==> src/rtl/vote_logger_param_if.sv <==
// vote_logger_param_if: bundles the ballot handshake, tally outputs and
// readout port of vote_logger_param.
//   master : ballot controller / result path (drives mode, ballot_open,
//            clear_counts, vote_req, rd_sel; observes everything else)
//   slave  : the vote logger itself
interface vote_logger_param_if #(
    parameter int NUM_CAND = 4,
    parameter int CNT_W    = 8,
    parameter int TOT_W    = CNT_W + $clog2(NUM_CAND)
);
    localparam int SEL_W = $clog2(NUM_CAND);

    logic                      mode;
    logic                      ballot_open;
    logic                      clear_counts;
    logic [NUM_CAND-1:0]       vote_req;
    logic [SEL_W-1:0]          rd_sel;
    logic                      ballot_armed;
    logic                      vote_ack;
    logic                      vote_err;
    logic [NUM_CAND*CNT_W-1:0] counts;
    logic [TOT_W-1:0]          total_votes;
    logic [NUM_CAND-1:0]       sat;
    logic [CNT_W-1:0]          rd_count;

    modport master (
        output mode, ballot_open, clear_counts, vote_req, rd_sel,
        input  ballot_armed, vote_ack, vote_err, counts, total_votes, sat, rd_count
    );

    modport slave (
        input  mode, ballot_open, clear_counts, vote_req, rd_sel,
        output ballot_armed, vote_ack, vote_err, counts, total_votes, sat, rd_count
    );
endinterface

==> src/rtl/vote_logger_param.sv <==
// vote_logger_param: parametrised vote counter.
// One vote per ballot: ballot_open arms the logger (voting mode only), a
// one-hot vote_req is tallied and acknowledged, multi-hot requests are
// rejected with vote_err, and the logger then waits for all buttons to be
// released before returning to idle. Tallies and total saturate; sat flags
// are sticky until cleared in result mode. rd_count is a registered read of
// the tally selected by rd_sel (0 for out-of-range indices).
// Ports:
//   clock  - rising-edge clock
//   reset  - asynchronous active-high reset
//   bus    - vote_logger_param_if slave modport (handshake, tallies, readout)
module vote_logger_param #(
    parameter int NUM_CAND = 4,
    parameter int CNT_W    = 8,
    parameter int TOT_W    = CNT_W + $clog2(NUM_CAND)
) (
    input  logic                  clock,
    input  logic                  reset,
    vote_logger_param_if.slave    bus
);
    localparam int SEL_W = $clog2(NUM_CAND);
    localparam logic [NUM_CAND-1:0] ONE = 1;

    typedef enum logic [1:0] {
        IDLE,
        ARMED,
        LOCKED
    } state_t;

    state_t                    state;
    logic                      armed_r;
    logic                      ack_r;
    logic                      err_r;
    logic [CNT_W-1:0]          tally [NUM_CAND];
    logic [TOT_W-1:0]          total_r;
    logic [NUM_CAND-1:0]       sat_r;
    logic [CNT_W-1:0]          rd_r;
    logic [CNT_W-1:0]          rd_next;
    logic [NUM_CAND*CNT_W-1:0] counts_flat;

    logic any_req;
    logic multi_hot;
    logic accept;
    logic reject;
    logic clear_now;

    // x & (x-1) is non-zero exactly when two or more bits are set.
    assign any_req   = |bus.vote_req;
    assign multi_hot = |(bus.vote_req & (bus.vote_req - ONE));
    assign accept    = (state == ARMED) && !bus.mode && any_req && !multi_hot;
    assign reject    = (state == ARMED) && !bus.mode && multi_hot;
    assign clear_now = bus.mode && bus.clear_counts;

    // Ballot FSM with registered status outputs.
    always_ff @(posedge clock or posedge reset) begin
        if (reset) begin
            state   <= IDLE;
            armed_r <= 1'b0;
            ack_r   <= 1'b0;
            err_r   <= 1'b0;
        end else begin
            ack_r <= accept;
            err_r <= reject;
            case (state)
                IDLE: begin
                    if (bus.ballot_open && !bus.mode) begin
                        state   <= ARMED;
                        armed_r <= 1'b1;
                    end
                end
                ARMED: begin
                    // Switching to result mode cancels the open ballot.
                    if (bus.mode) begin
                        state   <= IDLE;
                        armed_r <= 1'b0;
                    end else if (accept) begin
                        state   <= LOCKED;
                        armed_r <= 1'b0;
                    end
                end
                LOCKED: begin
                    // Wait for button release so a held button counts once.
                    if (!any_req) begin
                        state <= IDLE;
                    end
                end
                default: begin
                    state   <= IDLE;
                    armed_r <= 1'b0;
                end
            endcase
        end
    end

    // Tallies, total and sticky saturation flags. Clear beats increment.
    always_ff @(posedge clock or posedge reset) begin
        if (reset) begin
            for (int unsigned i = 0; i < NUM_CAND; i++) begin
                tally[i] <= '0;
            end
            total_r <= '0;
            sat_r   <= '0;
        end else if (clear_now) begin
            for (int unsigned i = 0; i < NUM_CAND; i++) begin
                tally[i] <= '0;
            end
            total_r <= '0;
            sat_r   <= '0;
        end else if (accept) begin
            for (int unsigned i = 0; i < NUM_CAND; i++) begin
                if (bus.vote_req[i]) begin
                    if (tally[i] == '1) begin
                        sat_r[i] <= 1'b1;
                    end else begin
                        tally[i] <= tally[i] + 1'b1;
                    end
                end
            end
            if (total_r != '1) begin
                total_r <= total_r + 1'b1;
            end
        end
    end

    // Indexed readout; unmatched (out-of-range) indices fall through to 0.
    always_comb begin
        rd_next = '0;
        for (int unsigned i = 0; i < NUM_CAND; i++) begin
            if (bus.rd_sel == SEL_W'(i)) begin
                rd_next = tally[i];
            end
        end
    end

    always_ff @(posedge clock or posedge reset) begin
        if (reset) begin
            rd_r <= '0;
        end else begin
            rd_r <= rd_next;
        end
    end

    always_comb begin
        counts_flat = '0;
        for (int unsigned i = 0; i < NUM_CAND; i++) begin
            counts_flat[i*CNT_W +: CNT_W] = tally[i];
        end
    end

    assign bus.ballot_armed = armed_r;
    assign bus.vote_ack     = ack_r;
    assign bus.vote_err     = err_r;
    assign bus.counts       = counts_flat;
    assign bus.total_votes  = total_r;
    assign bus.sat          = sat_r;
    assign bus.rd_count     = rd_r;
endmodule

==> src/flat_wrapper.sv <==
// flat-port wrapper written by rule: the top's interface ports become plain ports
module vote_logger_param_flat 
#(
    parameter int NUM_CAND = 4,
    parameter int CNT_W    = 8,
    parameter int TOT_W    = CNT_W + $clog2(NUM_CAND)
)
  (clock, reset, bus_mode, bus_ballot_open, bus_clear_counts, bus_vote_req, bus_rd_sel, bus_ballot_armed, bus_vote_ack, bus_vote_err, bus_counts, bus_total_votes, bus_sat, bus_rd_count);
  vote_logger_param_if #(.NUM_CAND(NUM_CAND), .CNT_W(CNT_W), .TOT_W(TOT_W)) bus_i ();
  input  logic clock;
  input  logic reset;
  input wire logic [$bits(bus_i.mode)-1:0] bus_mode;
  input wire logic [$bits(bus_i.ballot_open)-1:0] bus_ballot_open;
  input wire logic [$bits(bus_i.clear_counts)-1:0] bus_clear_counts;
  input wire logic [$bits(bus_i.vote_req)-1:0] bus_vote_req;
  input wire logic [$bits(bus_i.rd_sel)-1:0] bus_rd_sel;
  output wire logic [$bits(bus_i.ballot_armed)-1:0] bus_ballot_armed;
  output wire logic [$bits(bus_i.vote_ack)-1:0] bus_vote_ack;
  output wire logic [$bits(bus_i.vote_err)-1:0] bus_vote_err;
  output wire logic [$bits(bus_i.counts)-1:0] bus_counts;
  output wire logic [$bits(bus_i.total_votes)-1:0] bus_total_votes;
  output wire logic [$bits(bus_i.sat)-1:0] bus_sat;
  output wire logic [$bits(bus_i.rd_count)-1:0] bus_rd_count;
  assign bus_i.mode = bus_mode;
  assign bus_i.ballot_open = bus_ballot_open;
  assign bus_i.clear_counts = bus_clear_counts;
  assign bus_i.vote_req = bus_vote_req;
  assign bus_i.rd_sel = bus_rd_sel;
  assign bus_ballot_armed = bus_i.ballot_armed;
  assign bus_vote_ack = bus_i.vote_ack;
  assign bus_vote_err = bus_i.vote_err;
  assign bus_counts = bus_i.counts;
  assign bus_total_votes = bus_i.total_votes;
  assign bus_sat = bus_i.sat;
  assign bus_rd_count = bus_i.rd_count;
  vote_logger_param #(.NUM_CAND(NUM_CAND), .CNT_W(CNT_W), .TOT_W(TOT_W)) u_core (.clock(clock), .reset(reset), .bus(bus_i));
endmodule
==> config.mk <==
export PLATFORM = sky130hd
export DESIGN_NAME = vote_logger_param_flat
export DESIGN_NICKNAME = d
export VERILOG_FILES = /design/src/rtl/vote_logger_param_if.sv /design/src/rtl/vote_logger_param.sv /design/src/flat_wrapper.sv
export SDC_FILE = /design/constraint.sdc
export NUM_CORES = 1
export LEC_CHECK = 0
export BUFFER_PORTS_ARGS = -buffer_cell sky130_fd_sc_hd__buf_2
export CAP_MARGIN = 20
export CORE_AREA = 3 3 107 109
export DETAILED_ROUTE_END_ITERATION = 10
export DIE_AREA = 0 0 110 112
export PLACE_DENSITY = 0.46
export SYNTH_ARGS = -nofsm -noshare
export SYNTH_HDL_FRONTEND = slang
export SYNTH_SLANG_ARGS = --single-unit
==> constraint.sdc <==
create_clock -name clock -period 2.6 [get_ports clock]
set_clock_uncertainty 0.1 [all_clocks]
set_input_delay 0.26 -clock clock [delete_from_list [all_inputs] [get_ports clock]]
set_output_delay 0.26 -clock clock [all_outputs]
set_load 0.01 [all_outputs]
==> results of run 1 <==
[timing repair]
| item | 4_1_cts | 5_1_grt |
|---|---|---|
| hold buffers | 1 | 0 |
| endpoints found under the hold margin | 28 | 0 |
| setup endpoints to repair | 0 | 0 |
[cell usage in the layout (no fill, tap or decap), drive strengths merged, types with 9 or more instances in the layout]
master and n:
nand3 24, o31ai 9, or4 12, mux2i 9, dfrtp 59, clkbuf 13, a21oi 24, nand2 21
and3 10, o21ai 11, buf 72, nor2 14
[final cells by class]
class / instances / area [um2]
Clock buffer: 13 / 159
Clock inverter: 2 / 35.0
Multi-Input combinational cell: 224 / 1580
Inverter: 5 / 18.8
Timing Repair Buffer: 73 / 395
Sequential cell: 59 / 1480
Fill cell: 1099 / 6860
Tap cell: 140 / 175
[power by group]
part,internal (mW),switching [mW]
sequential,0.933,0.0173
combinational,0.0447,0.0833
clock,0.489,0.356
[how the worst max path moves through the flow]
stage	end	slack (ns)	depth (start not counted)
3_3_place_gp	u_core.bus.counts[31]$_DFFE_PP0P_	0.51	5
4_1_cts	u_core.bus.counts[31]$_DFFE_PP0P_	0.45	4
6_report	u_core.bus.counts[27]$_DFFE_PP0P_	0.46	4
2_1_floorplan	u_core.bus.counts[5]$_DFFE_PP0P_	0.57	6
5_1_grt	u_core.bus.counts[31]$_DFFE_PP0P_	0.31	4
3_5_place_dp	u_core.bus.counts[31]$_DFFE_PP0P_	0.46	4
[cell usage after synthesis, drive strengths merged (3+ instances only)]
cell / number / area share
a211oi: 3 / 0.0087
a21oi: 24 / 0.038
a31oi: 7 / 0.014
a41o: 3 / 0.0095
and2: 4 / 0.0083
and3: 10 / 0.020
and4: 5 / 0.014
and4b: 3 / 0.0095
buf: 4 / 0.0083
clkbuf: 15 / 0.018
dfrtp: 59 / 0.47
ha: 5 / 0.020
inv: 5 / 0.0059
mux2i: 9 / 0.029
mux4: 8 / 0.057
nand2: 21 / 0.025
nand2b: 4 / 0.0079
nand3: 24 / 0.040
nand4: 6 / 0.012
nand4b: 3 / 0.0083
nor2: 14 / 0.017
nor3: 8 / 0.013
o21ai: 11 / 0.017
o311ai: 3 / 0.0083
o31ai: 9 / 0.021
o41ai: 6 / 0.017
or3: 5 / 0.010
or4: 12 / 0.029
[registers in the layout, summed over array words and instances (netlist names)]
signal	flops
u_core.bus.vote_err	1
u_core.bus.vote_ack	1
u_core.bus.sat	4
u_core.bus.counts	32
u_core.bus.ballot_armed	1
u_core.state	2
u_core.bus.total_votes	10
u_core.bus.rd_count	8
[critical path, stage by stage, from the launching register on]
cell and delay [ns]:
dfrtp_1 0.43, nor3b_4 0.39, nand4b_1 0.42, or4_1 0.58
a21oi_1 0.14
[metal layers]
metal  part of all wire  wire length, um  up-vias  track usage
met5                  0                0        -            0
li1                   -                -     1343            -
met4              0.011              102        0       0.0482
met2               0.48             4380       58        0.232
met1               0.46             4210     1426        0.217
met3              0.041              373        9       0.0313
[cells by family after synthesis]
group	synth area share
buffers and inverters	0.0321
adder cells (fa/ha/maj)	0.0198
AO/OA/AOI/OAI	0.155
multiplexers	0.0856
AND/OR/NAND/NOR	0.240
flip-flops	0.468
==> impl_metrics.csv, run 1 <==
group,metric,value,unit
placed_design,place_inst,500,
logic_synthesis,synth_ff_type,"dfrtp_1",
grt,grt_pass1_vias,2614,
route,drt_iter0_drc,101,
finish,final_nets,388,
route,drt-wirelength-per-cell,17.6,um
critical_path,worstPathMaxFanout,11,
placed_design,placed_area,0.00363,mm2
logic_synthesis,synth_cell_types,46,
critical_path,critPathLaunch,"u_core.state[1]$_DFFE_PP0P_",
timing,min_period,2.14,ns
timing,final.period_utilization,0.823,
timing,setup-violations-final,0,
logic_synthesis,syn_avg_cell_area,10.3,um2
clock_tree,cts_tree,"yes",
status,status,"finished, final reports clean",
floorplan,rows,38,
floorplan,dieArea,0.0123,mm2
critical_path,cp.required,2.76,ns
critical_path,worstSetupPathType,"flop to flop",
placed_design,gp_congestion,0.752,
logic_synthesis,synth-seq-area-share,0.468,
critical_path,critPathLaunchType,"flop",
route,drcViolationCount,0,
grt,grt_usage,0.153,
finish,post-route-cell-area,0.00384,mm2
grt,grt_overflow,0,
clock_tree,cts_max_path_buffers,2,
power,p_leak,1.79,nW
critical_path,r2r-start,"u_core.state[1]$_DFFE_PP0P_",
clock_tree,clk_pin_slew_worst_paths,0.06,ns
placed_design,portBuffers,67,
critical_path,reg2reg_slack,0.46,ns
min_path,whs_path_depth,2,
floorplan,core,0.0107,mm2
clock_tree,ctsResizeCount,0,
logic_synthesis,synth_warnings,0,
clock_tree,clockRootBuffer,"clkbuf_8",
timing,final_max_slew_viol_count,0,
finish,antennaDiodeCount,0,
timing,rsz0062_at_grt,"false",
placed_design,dpl.hpwl,6640,um
critical_path,arrival,2.30,ns
floorplan,die_y,112,um
timing,max_slew_margin,0.552,
floorplan,pin_count,68,
critical_path,r2r_cells,4,
grt,grt_max_degree,32,
grt,grt_pass1_wl,14600,um
route,vias_per_cell,5.50,
timing,worst_slew_pin_slew,0.671,ns
power,power.density,501,mW/mm2
logic_synthesis,synth_area,0.00316,mm2
route,antenna_left,0,
logic_synthesis,synth_edf_count,0,
min_path,min_path_type,"input pin to flop",
clock_tree,cts_buffers,9,
critical_path,r2r-end,"u_core.bus.counts[27]$_DFFE_PP0P_",
finish,area_growth,21.6,%
min_path,hold_path_end,"u_core.state[0]$_DFFE_PP0P_",
floorplan,die_x,110,um
logic_synthesis,syn_nets,323,
placed_design,pre_cts_ws,0.462,ns
route,routed_wirelength,9060,um
timing,hold_viol,0,
min_path,min_from,"bus_mode",
timing,setup_tns,0,ns
finish,drive_above_1_share,0.271,
logic_synthesis,synth-seq-cells,59,
clock_tree,htreeDepth,3,
power,ir_drop,242,uV
logic_synthesis,ys_async_sr_fraction,1.00,
finish,final_cells,516,
flow_run,drv_cap,0,
floorplan,start_util,0.295,
logic_synthesis,syn_inst,307,
finish,finish.utilization,0.359,
power,total_power,1.92,mW
clock_tree,cts_setup_buffers,0,
route,first_pass_iters,4,
critical_path,critPathCaptureType,"flop",
timing,setup_ws,0.460,ns
clock_tree,clk_latency,0.33,ns
grt,antenna_found_initial,0,
clock_tree,cts_sinks,59,
route,vias,2836,
timing,hold_ws,0.0827,ns
timing,fmax,0.467,GHz
No activity file was read; power rests on OpenSTA's default activity.
==> run 2: changes to the inputs <==
--- a/config.mk
+++ b/config.mk
@@ -10,7 +10,7 @@
 export CORE_AREA = 3 3 107 109
 export DETAILED_ROUTE_END_ITERATION = 10
 export DIE_AREA = 0 0 110 112
-export PLACE_DENSITY = 0.46
+export PLACE_DENSITY = 0.48
 export SYNTH_ARGS = -nofsm -noshare
 export SYNTH_HDL_FRONTEND = slang
 export SYNTH_SLANG_ARGS = --single-unit
==> constraint.sdc (replaced) <==
create_clock -name clock -period 1.8 [get_ports clock]
set_clock_uncertainty 0.1 [all_clocks]
set_input_delay 0.18 -clock clock [delete_from_list [all_inputs] [get_ports clock]]
set_output_delay 0.18 -clock clock [all_outputs]
set_load 0.01 [all_outputs]
==> run 2 against run 1 <==
Via count is 9.6% higher. Count of clock-buffer cells in the layout is 2 lower. Die area stayed put. Largest power group unchanged. Total power is 54% higher. Combinational power is 110% higher. Worst hold slack worse by 0.026 ns. First-iteration DRC count is 14% higher. Sequential share of layout area is 6.6 points lower. Register-to-register slack worse by 0.54 ns. Maximum frequency is 14% higher. Cell area is 21% higher. Clock power is 58% higher. The flow now finishes with violations (setup timing). Critical endpoint unchanged.
==> impl_metrics.csv, run 2 (synthesized netlist as in run 1, its figures left out) <==
group,metric,value,unit
finish,largest_reg_flops,32,
timing,setup_ws,-0.0754,ns
timing,final_max_slew_viol_count,0,
route,drcViolationCount,0,
critical_path,critPathLaunchType,"flop",
timing,rsz0062_at_grt,"true",
critical_path,crit_top_cell,"buf_6",
placed_design,portBuffers,67,
floorplan,die_y,112,um
critical_path,arrival,2.04,ns
finish,layout_commonest_cell,"buf_2",
route,first_pass_iters,4,
finish,area_growth,47.1,%
placed_design,dpl.hpwl,7150,um
min_path,hold_path_end,"u_core.bus.ballot_armed$_DFFE_PP0P_",
grt,grt_usage,0.163,
status,status,"complete, but fails checks",
status,violations,"setup timing",
timing,max_slew_margin,0.660,
power,ir_drop,367,uV
critical_path,cp.required,1.97,ns
route,routed_wirelength,10000,um
grt,grt_pass1_wl,15600,um
grt,antenna_found_initial,0,
finish,antennaDiodeCount,0,
clock_tree,cts_tree,"yes",
floorplan,core,0.0107,mm2
clock_tree,clk_latency,0.34,ns
route,drt-wirelength-per-cell,17.0,um
critical_path,critPathCaptureType,"flop",
placed_design,gp_congestion,0.787,
critical_path,r2r-start,"u_core.state[1]$_DFFE_PP0P_",
floorplan,die_x,110,um
timing,hold_viol,0,
finish,num-fill-cells,1062,
flow_run,drv_cap,0,
timing,setup_tns,-0.334,ns
route,antenna_left,0,
timing,fmax,0.533,GHz
timing,worst_slew_pin_slew,0.508,ns
timing,setup-violations-final,11,
timing,hold_ws,0.0567,ns
grt,grt_pass1_vias,2993,
critical_path,worstPathMaxFanout,8,
grt,grt_overflow,0,
grt,grt_max_degree,60,
timing,min_period,1.88,ns
clock_tree,cts_max_path_buffers,2,
route,vias_per_cell,5.28,
finish,layout_common_cells,"buf_2 (68), buf_4 (64), dfrtp_1 (56)",
critical_path,slowest_delay,0.48,ns
floorplan,rows,38,
power,total_power,2.97,mW
critical_path,r2r_cells,6,
clock_tree,cts_sinks,59,
route,vias,3109,
finish,finish.utilization,0.434,
finish,final_nets,460,
min_path,whs_path_depth,3,
clock_tree,htreeDepth,3,
critical_path,reg2reg_slack,-0.08,ns
route,drt_iter0_drc,115,
timing,final.period_utilization,1.04,
finish,final_cells,589,
clock_tree,clk_pin_slew_worst_paths,0.07,ns
clock_tree,clockRootBuffer,"clkbuf_8",
critical_path,r2r-end,"u_core.bus.counts[27]$_DFFE_PP0P_",
floorplan,dieArea,0.0123,mm2
placed_design,place_inst,564,
critical_path,worstSetupPathType,"flop to flop",
clock_tree,cts_buffers,9,
floorplan,pin_count,68,
finish,drive_above_1_share,0.468,
min_path,min_path_type,"input pin to flop",
critical_path,worstPathCellList,"nor3b_4 -> buf_6 -> nand4b_1 -> buf_6 -> or4_4 -> a21oi_2",
power,p_leak,2.18,nW
critical_path,cpMaxStageDelayCell,"or4_4",
power,power.density,639,mW/mm2
min_path,min_from,"bus_ballot_open",
floorplan,start_util,0.295,
[run 2: cell types whose count changed in the layout (fill, tap and decap cells not counted), moves of 3 or more]
cell	previous run	this run
buf_4	4	64
or4_1	12	4
or4_4	0	8
and3_4	0	5
dfrtp_1	59	56
dfrtp_2	0	3
a21oi_1	24	14
a21oi_2	0	10
buf_6	0	10
and3_1	10	5
ha_1	5	2
[run 2: metrics by stage]
stage / setup slack [ns] / area (um2)
detailed placement: -0.0388 / 4180
finish: -0.0754 / 4640
CTS: -0.0442 / 4410
global placement: 0.00775 / 4180
floorplan: -0.0659 / 3220
global route: -0.145 / 4640
[run 2: metal layers]
layer	global-route usage	wire length, um
met1	0.226	4710
met2	0.256	4760
met3	0.0249	445
met4	0.0557	112
met5	0	0
[run 2: critical path: cells and delay by family, from the launching register on]
| kind | cells | cell delay (ns) |
|---|---|---|
| buffers and inverters | 2 | 0.32 |
| flip-flops | 1 | 0.40 |
| AO/OA/AOI/OAI | 1 | 0.15 |
| AND/OR/NAND/NOR | 3 | 0.85 |
[run 2: area by class of cell]
class,instances,area [um2],area share
Clock inverter,5,77.6,0.0167
Sequential cell,59,1480,0.319
Multi-Input combinational cell,224,1770,0.382
Inverter,5,21.3,0.00458
Clock buffer,11,131,0.0283
Tap cell,140,175,0.0377
Timing Repair Buffer,145,983,0.212
[run 2: how the worst max path moves through the flow]
stage	start	end	depth (start not counted)	slack (ns)
final	u_core.state[1]$_DFFE_PP0P_	u_core.bus.counts[27]$_DFFE_PP0P_	6	-0.08
after detailed placement	u_core.state[1]$_DFFE_PP0P_	u_core.bus.total_votes[3]$_DFFE_PP0P_	5	-0.04
after global routing	u_core.state[1]$_DFFE_PP0P_	u_core.bus.counts[20]$_DFFE_PP0P_	6	-0.15
after CTS	u_core.state[1]$_DFFE_PP0P_	u_core.bus.total_votes[3]$_DFFE_PP0P_	5	-0.04
after floorplan	reset	u_core.bus.counts[0]$_DFFE_PP0P_	1	-0.07
after global placement	u_core.state[1]$_DFFE_PP0P_	u_core.bus.total_votes[3]$_DFFE_PP0P_	5	0.008
[run 2: power by group]
part           leakage [nW]  total (mW)  switching, mW  internal, mW
sequential            0.813        1.36         0.0139          1.35
clock                 0.103        1.34          0.562         0.776
combinational          1.26       0.267          0.152         0.115
[run 2: what timing repair did]
item,4_1_cts,5_1_grt
gates cloned,0,1
gates resized for setup,2,42
pin swaps,0,26
buffers inserted,1,6
hold buffers,1,0
hold endpoints to repair,59,0
setup endpoints to repair,8,33
==> run 3: changes to the inputs <==
--- a/config.mk
+++ b/config.mk
@@ -8,9 +8,11 @@
 export BUFFER_PORTS_ARGS = -buffer_cell sky130_fd_sc_hd__buf_2
 export CAP_MARGIN = 20
 export CORE_AREA = 3 3 107 109
+export CTS_CLUSTER_SIZE = 8
 export DETAILED_ROUTE_END_ITERATION = 10
 export DIE_AREA = 0 0 110 112
-export PLACE_DENSITY = 0.48
+export MAX_ROUTING_LAYER = met4
+export PLACE_DENSITY = 0.46
 export SYNTH_ARGS = -nofsm -noshare
 export SYNTH_HDL_FRONTEND = slang
 export SYNTH_SLANG_ARGS = --single-unit
==> constraint.sdc (replaced) <==
create_clock -name clock -period 1.75 [get_ports clock]
set_clock_uncertainty 0.1 [all_clocks]
set_input_delay 0.175 -clock clock [delete_from_list [all_inputs] [get_ports clock]]
set_output_delay 0.175 -clock clock [all_outputs]
set_load 0.01 [all_outputs]
==> run 3 against run 2 <==
The flow still finishes with violations (setup timing). Worst hold slack worse by 0.023 ns. Non-clock buffer count unchanged. Flip-flop and latch count unchanged. Clock power down 14%. Combinational power up 3%. Die area unchanged. Sequential power up 3%. Via count about the same. Total power down 4.7%. Largest cell class unchanged.
==> impl_metrics.csv, run 3 (synthesized netlist as in run 1, its figures left out) <==
group,metric,value,unit
route,routed_wirelength,10200,um
route,vias,3112,
placed_design,dpl.hpwl,7370,um
floorplan,rows,38,
placed_design,portBuffers,67,
placed_design,place_inst,566,
finish,layout_commonest_cell,"buf_2",
critical_path,arrival,2.00,ns
route,drcViolationCount,0,
status,violations,"setup timing",
placed_design,pre_cts_ws,-0.138,ns
timing,setup-violations-final,13,
finish,num-fill-cells,1072,
finish,finish.utilization,0.440,
finish,antennaDiodeCount,0,
floorplan,pin_count,68,
critical_path,critPathLaunchType,"flop",
timing,hold_ws,0.0336,ns
grt,grt_pass1_vias,3039,
timing,setup_ws,-0.0767,ns
finish,area_growth,49.1,%
flow_run,drv_cap,0,
timing,min_period,1.83,ns
clock_tree,cts_sinks,59,
finish,final_nets,460,
route,drt_iter0_drc,173,
power,power.density,600,mW/mm2
grt,antenna_found_initial,0,
power,p_leak,2.17,nW
timing,final.period_utilization,1.04,
timing,hold_viol,0,
clock_tree,clk_latency,0.34,ns
finish,largest_reg_flops,32,
grt,grt_usage,0.173,
timing,fmax,0.547,GHz
route,drt-wirelength-per-cell,17.3,um
finish,post-route-cell-area,0.00471,mm2
timing,final_max_slew_viol_count,0,
clock_tree,clk_pin_slew_worst_paths,0.08,ns
power,ir_drop,341,uV
critical_path,cp.required,1.92,ns
floorplan,core,0.0107,mm2
timing,worst_slew_pin_slew,0.492,ns
floorplan,start_util,0.295,
critical_path,worstPathMaxFanout,6,
status,status,"complete, but fails checks",
min_path,min_path_type,"input pin to flop",
grt,grt_overflow,0,
clock_tree,cts_max_path_buffers,2,
critical_path,critPathCaptureType,"flop",
floorplan,dieArea,0.0123,mm2
clock_tree,htreeDepth,3,
grt,grt_max_degree,28,
timing,max_slew_margin,0.671,
finish,drive_above_1_share,0.508,
timing,rsz0062_at_grt,"true",
floorplan,die_y,112,um
route,first_pass_iters,5,
grt,grt_pass1_wl,15900,um
critical_path,worstSetupPathType,"flop to flop",
clock_tree,clockRootBuffer,"clkbuf_8",
clock_tree,cts_buffers,9,
finish,final_cells,589,
route,antenna_left,0,
placed_design,placed_area,0.00422,mm2
clock_tree,cts_tree,"yes",
route,vias_per_cell,5.28,
placed_design,gp_congestion,0.824,
floorplan,die_x,110,um
finish,layout_common_cells,"buf_2 (68), buf_4 (66), dfrtp_1 (54)",
run 3: final timing paths:
path / start / end / slack [ns] / depth (start not counted)
max in group asynchronous: reset / u_core.bus.total_votes[5]$_DFFE_PP0P_ / 0.69 / 4
min in group asynchronous: reset / u_core.bus.sat[2]$_DFFE_PP0P_ / 0.30 / 3
setup / recovery: u_core.state[1]$_DFFE_PP0P_ / u_core.bus.counts[31]$_DFFE_PP0P_ / -0.08 / 6
hold / removal: bus_vote_req[1] / u_core.bus.sat[1]$_DFFE_PP0P_ / 0.03 / 3
hold reg to reg: u_core.bus.sat[1]$_DFFE_PP0P_ / u_core.bus.sat[1]$_DFFE_PP0P_ / 0.41 / 2
setup reg to reg: u_core.state[1]$_DFFE_PP0P_ / u_core.bus.counts[31]$_DFFE_PP0P_ / -0.08 / 6
run 3: area by class of cell:
class / count / area [um2] / share of cell area
multi-input cells: 224 / 1870 / 0.397
clock buffers: 9 / 124 / 0.0263
clock inverters: 7 / 53.8 / 0.0114
inverters: 5 / 27.5 / 0.00585
flip-flops and latches: 59 / 1480 / 0.315
repair buffers: 145 / 976 / 0.207
well taps: 140 / 175 / 0.0372
run 3: stage by stage:
stage | power (mW) | TNS [ns]
finish | 2.83 | -0.439
floorplan | 1.56 | -0.875
CTS | 2.84 | -0.623
detailed placement | 1.68 | -1.40
global route | 2.97 | -1.76
global placement | 1.68 | -0.723
run 3: worst max-delay path, cell delays in order (launching register included):
cell,delay [ns]
dfrtp_1,0.41
nor3b_4,0.18
buf_6,0.15
nand4b_1,0.14
buf_6,0.17
nor4b_1,0.36
mux2i_1,0.24
run 3: report_power, final:
part | leakage [nW] | internal (mW) | switching [mW] | total [mW]
combinational | 1.28 | 0.119 | 0.157 | 0.276
sequential | 0.810 | 1.39 | 0.0147 | 1.40
clock | 0.0818 | 0.519 | 0.632 | 1.15
total | 2.17 | 2.02 | 0.803 | 2.83
run 3: metal layers:
| layer | global-route usage | wire length, um | vias to the layer above |
|---|---|---|---|
| met1 | 0.232 | 4700 | 1550 |
| met2 | 0.256 | 4950 | 66 |
| met3 | 0.0348 | 396 | 12 |
| met4 | 0.0632 | 162 | 0 |
| met5 | - | 0 | - |
| li1 | - | - | 1484 |
run 3: repair_timing:
action / 4_1_cts / 5_1_grt
gates resized for setup: 15 / 42
setup endpoints to repair: 17 / 30
pin swaps: 10 / 7
endpoints found under the hold margin: 17 / 0
buffers inserted: 1 / 4
hold buffers: 1 / 0
gates cloned: 0 / 1
